### src/rtl/m6800_eclock_sync.sv
// 68000-style E clock (E_LOW low / E_HIGH high clk8 periods) with edge strobes,
// plus the VPA/VMA synchronous-peripheral handshake that terminates via _vpaDTACK.
module m6800_eclock_sync #(
  parameter int E_LOW  = 6,
  parameter int E_HIGH = 4
) (
  input  logic       clk32,
  input  logic       _reset,
  input  logic       clk8_en_p,
  input  logic       clk8_en_n,
  input  logic       _cpuAS,
  input  logic       _cpuVPA,
  output logic       E,
  output logic       E_rising,
  output logic       E_falling,
  output logic       _cpuVMA,
  output logic       _vpaDTACK,
  output logic [3:0] ecnt,
  output logic [1:0] vpaState
);

  localparam logic [3:0] LAST       = 4'(E_LOW + E_HIGH - 1);
  localparam logic [3:0] RISE_AT    = 4'(E_LOW - 1);
  localparam logic [3:0] HIGH_FROM  = 4'(E_LOW);
  localparam logic [3:0] SYNC_LIMIT = 4'd2;

  localparam logic [1:0] IDLE   = 2'd0;
  localparam logic [1:0] SYNC   = 2'd1;
  localparam logic [1:0] ACTIVE = 2'd2;
  localparam logic [1:0] DONE   = 2'd3;

  logic [3:0] ecntNext;
  logic       asSampled;
  logic       vpaSampled;

  assign ecntNext = (ecnt == LAST) ? 4'd0 : ecnt + 4'd1;

  // E and its strobes are registered from the same enable so they line up with ecnt.
  always_ff @(posedge clk32 or negedge _reset) begin
    if (!_reset) begin
      ecnt      <= 4'd0;
      E         <= 1'b0;
      E_rising  <= 1'b0;
      E_falling <= 1'b0;
    end else if (clk8_en_p) begin
      ecnt      <= ecntNext;
      E         <= (ecntNext >= HIGH_FROM);
      E_rising  <= (ecnt == RISE_AT);
      E_falling <= (ecnt == LAST);
    end else begin
      E_rising  <= 1'b0;
      E_falling <= 1'b0;
    end
  end

  always_ff @(posedge clk32 or negedge _reset) begin
    if (!_reset) begin
      asSampled  <= 1'b1;
      vpaSampled <= 1'b1;
    end else if (clk8_en_n) begin
      asSampled  <= _cpuAS;
      vpaSampled <= _cpuVPA;
    end
  end

  // Handshake: only AS ends a cycle; VPA is looked at solely to start one.
  always_ff @(posedge clk32 or negedge _reset) begin
    if (!_reset) begin
      vpaState  <= IDLE;
      _cpuVMA   <= 1'b1;
      _vpaDTACK <= 1'b1;
    end else if (clk8_en_p) begin
      case (vpaState)
        IDLE: begin
          if (!asSampled && !vpaSampled) vpaState <= SYNC;
        end
        SYNC: begin
          if (asSampled) begin
            vpaState <= IDLE;
          end else if (ecnt <= SYNC_LIMIT) begin
            vpaState <= ACTIVE;
            _cpuVMA  <= 1'b0;
          end
        end
        ACTIVE: begin
          if (asSampled) begin
            vpaState <= IDLE;
            _cpuVMA  <= 1'b1;
          end else if (ecnt == LAST) begin
            vpaState  <= DONE;
            _vpaDTACK <= 1'b0;
          end
        end
        DONE: begin
          if (asSampled) begin
            vpaState  <= IDLE;
            _cpuVMA   <= 1'b1;
            _vpaDTACK <= 1'b1;
          end
        end
      endcase
    end
  end

endmodule

### config.mk
export PLATFORM = sky130hd
export DESIGN_NAME = m6800_eclock_sync
export DESIGN_NICKNAME = d
export VERILOG_FILES = /design/src/rtl/m6800_eclock_sync.sv
export SDC_FILE = /design/constraint.sdc
export NUM_CORES = 1
export LEC_CHECK = 0
export ABC_CLOCK_PERIOD_IN_PS = 1500
export CAP_MARGIN = 30
export CORE_MARGIN = 10
export CORE_UTILIZATION = 41
export DETAILED_ROUTE_END_ITERATION = 12
export PLACE_DENSITY = 0.74
export SKIP_CTS_REPAIR_TIMING = 1
export SYNTH_ARGS = -nofsm -noshare
export SYNTH_HDL_FRONTEND = slang
export SYNTH_SLANG_ARGS = --single-unit
### constraint.sdc
create_clock -name clk32 -period 1.5 [get_ports clk32]
set_clock_uncertainty 0.1 [all_clocks]
set_input_delay 0.15 -clock clk32 [delete_from_list [all_inputs] [get_ports clk32]]
set_output_delay 0.15 -clock clk32 [all_outputs]
set_load 0.1 [all_outputs]
==> metrics.txt <==
placed insts 98; via/cell ratio 5.304; DRT antenna net count 0; family with the most delay on the worst path compound AO/OA/AOI/OAI gates; Synthesized Nets 66; Tcrit/Tclk final 0.9872; clk slew on worst S/H paths 0.09 ns; first-pass GRT wire length 2339 um; most frequent cells in the layout buf_12, buf_4, nor2_1, o21ai_0, clkdlybuf4s50_1; largest net degree at the start of global routing 14; drt drc 0; Tmin final 1.481 ns; final setup vio count 0; DP HPWL 1070 um; worst slew pin tran 0.2963 ns; TritonCTS clock tree yes; gr usage total 0.08460; 1st-iter DRT viols 10; Detailed Route WL 1365 um; Hold Fails Final Rpt 0; Max stage delay cell, worst path dfrtp_4; die area 3498 um2; Post-synth ARST share 1.000; critical path peak fanout 2; port bufs 16; RSZ-0062 raised after global routing yes; Startpoint Class flip-flop; WS Path Type flip-flop to flip-flop; Final nets 93; IO Count 17; Util after Layout 0.6879; drt first pass iters 4; die width 59.14 um; Area contributors post-synth dfrtp_1, dfstp_2, o21ai_0, mux2_2, nor2_1; leading register cell type out of synthesis dfrtp_1; critical path arrival 1.55 ns; # clock sinks 13; Post-synth EDFFs 0; layout cell share with drive strength beyond 1 0.4535; status finished, final reports clean; Layout area overhead 61.16%; Max stage delay on crit path 0.48 ns; Layout Cells excl Fill 102; Max Fclk 675.3 MHz; Initial Utilization 0.4269; cell area after synthesis 628.1 um2; H-tree Lvls 1; antenna violations before repair 0; Max-Slew Margin vs Limit 0.7999; Yosys top cell by area dfrtp_1; Seq cells post-synth 13; Via Count 541; vias in the first global route 533; Reg2Reg Launch Point ecnt[0]; Yosys Warn Count 0; Syn Inst Count 60; Final GP Congestion 0.8199; RR Endpoint vpaState[0]; Crit. End Element flip-flop; clock tree root buffer cell clkbuf_4; mean post-synth cell area 10.47 um2; Seq/Total Area, Yosys 0.5259; R2R setup slack 0.02 ns; commonest non-fill, non-tap cell in the layout buf_12; Buf/Inv on CP 0; core area 1471 um2; share of the synthesized area in the top cell type 0.3586; cell chain of the critical path a211o_1 -> a22o_1 -> a221o_1; Max Cap Viol 0; DR WL/cell 13.38 um; Worst EP required 1.57 ns; Synth cell types 30; worst reg2reg path depth 3; Skew-Pair Late Insertion Delay 0.28 ns; Clock Path Buffers 2; GR Overflow Total 0; n_diodes 0; cts bufs inserted 3; Row Count 14; die boundary height 59.14 um; Pins Over Slew Limit 0; Hold Path Class primary input to asynchronous set/reset pin
==> cells in the mapped netlist (all sizes together) (2+ instances only) <==
cell and count:
dfrtp 9, dfstp 4, a22o 2, mux2 2
nor3 3, and3 2, clkbuf 2, inv 2
nand2b 2, nor2 5, o21ai 5, nand2 4
==> worst max-delay path by stage <==
stage | from | to | slack (ns) | cells after the start
floorplan | ecnt[2] | vpaState[0] | -0.23 | 4
global placement | clk8_en_p | vpaState[0] | -0.006 | 4
detailed placement | clk8_en_p | _vpaDTACK | -0.03 | 4
CTS | ecnt[2] | vpaState[0] | 0.01 | 4
global route | ecnt[0] | vpaState[0] | -0.03 | 3
finish | ecnt[0] | vpaState[0] | 0.02 | 3
==> kinds of logic (layout without fill, tap and decap cells) <==
group,count (synthesis),in the layout,share of synthesized area
simple gates,22,22,0.1853
buf+inv,5,31,0.04184
mux,2,2,0.03585
compound gates,16,16,0.1833
flops,13,13,0.5259
xor+xnor,2,2,0.02789
==> state kept, by name (all words and copies together) (netlist names) <==
| name | count |
|---|---|
| E | 1 |
| _cpuVMA | 1 |
| E_falling | 1 |
| E_rising | 1 |
| ecnt | 4 |
| vpaSampled | 1 |
| vpaState | 2 |
| asSampled | 1 |
| _vpaDTACK | 1 |
==> layer usage <==
layer	up-vias	routed length [um]	GRT usage
met2	18	595	0.1201
met3	5	122	0.03648
met5	-	0	0
met4	0	28	0.04918
met1	252	619	0.1031
li1	266	-	-
==> through the flow <==
stage / TNS, ns / setup slack [ns] / hold slack, ns / cell area, um2
finish: 0 / 0.01918 / 0.05662 / 1012
detailed placement: -0.03917 / -0.02714 / 0.3688 / 979.7
global placement: -0.006005 / -0.006005 / 0.3746 / 979.7
global route: -0.02985 / -0.02985 / 0.05463 / 1012
CTS: 0 / 0.01207 / 0.05963 / 1007
floorplan: -0.3535 / -0.2256 / -0.2456 / 640.6
==> layout make-up <==
type                       instances  area [um2]
inverter                           2       7.507
clock inverter                     1       5.005
multi-input combinational         42       276.5
clock buffer                       3       22.52
fill                             117       459.2
timing repair buffer              25       337.8
sequential                        13       342.8
tap                               16       20.02
Power is left out: the tool's default activity adds up to more than one toggle a clock period on the data nets, which glitch-free logic cannot reach.
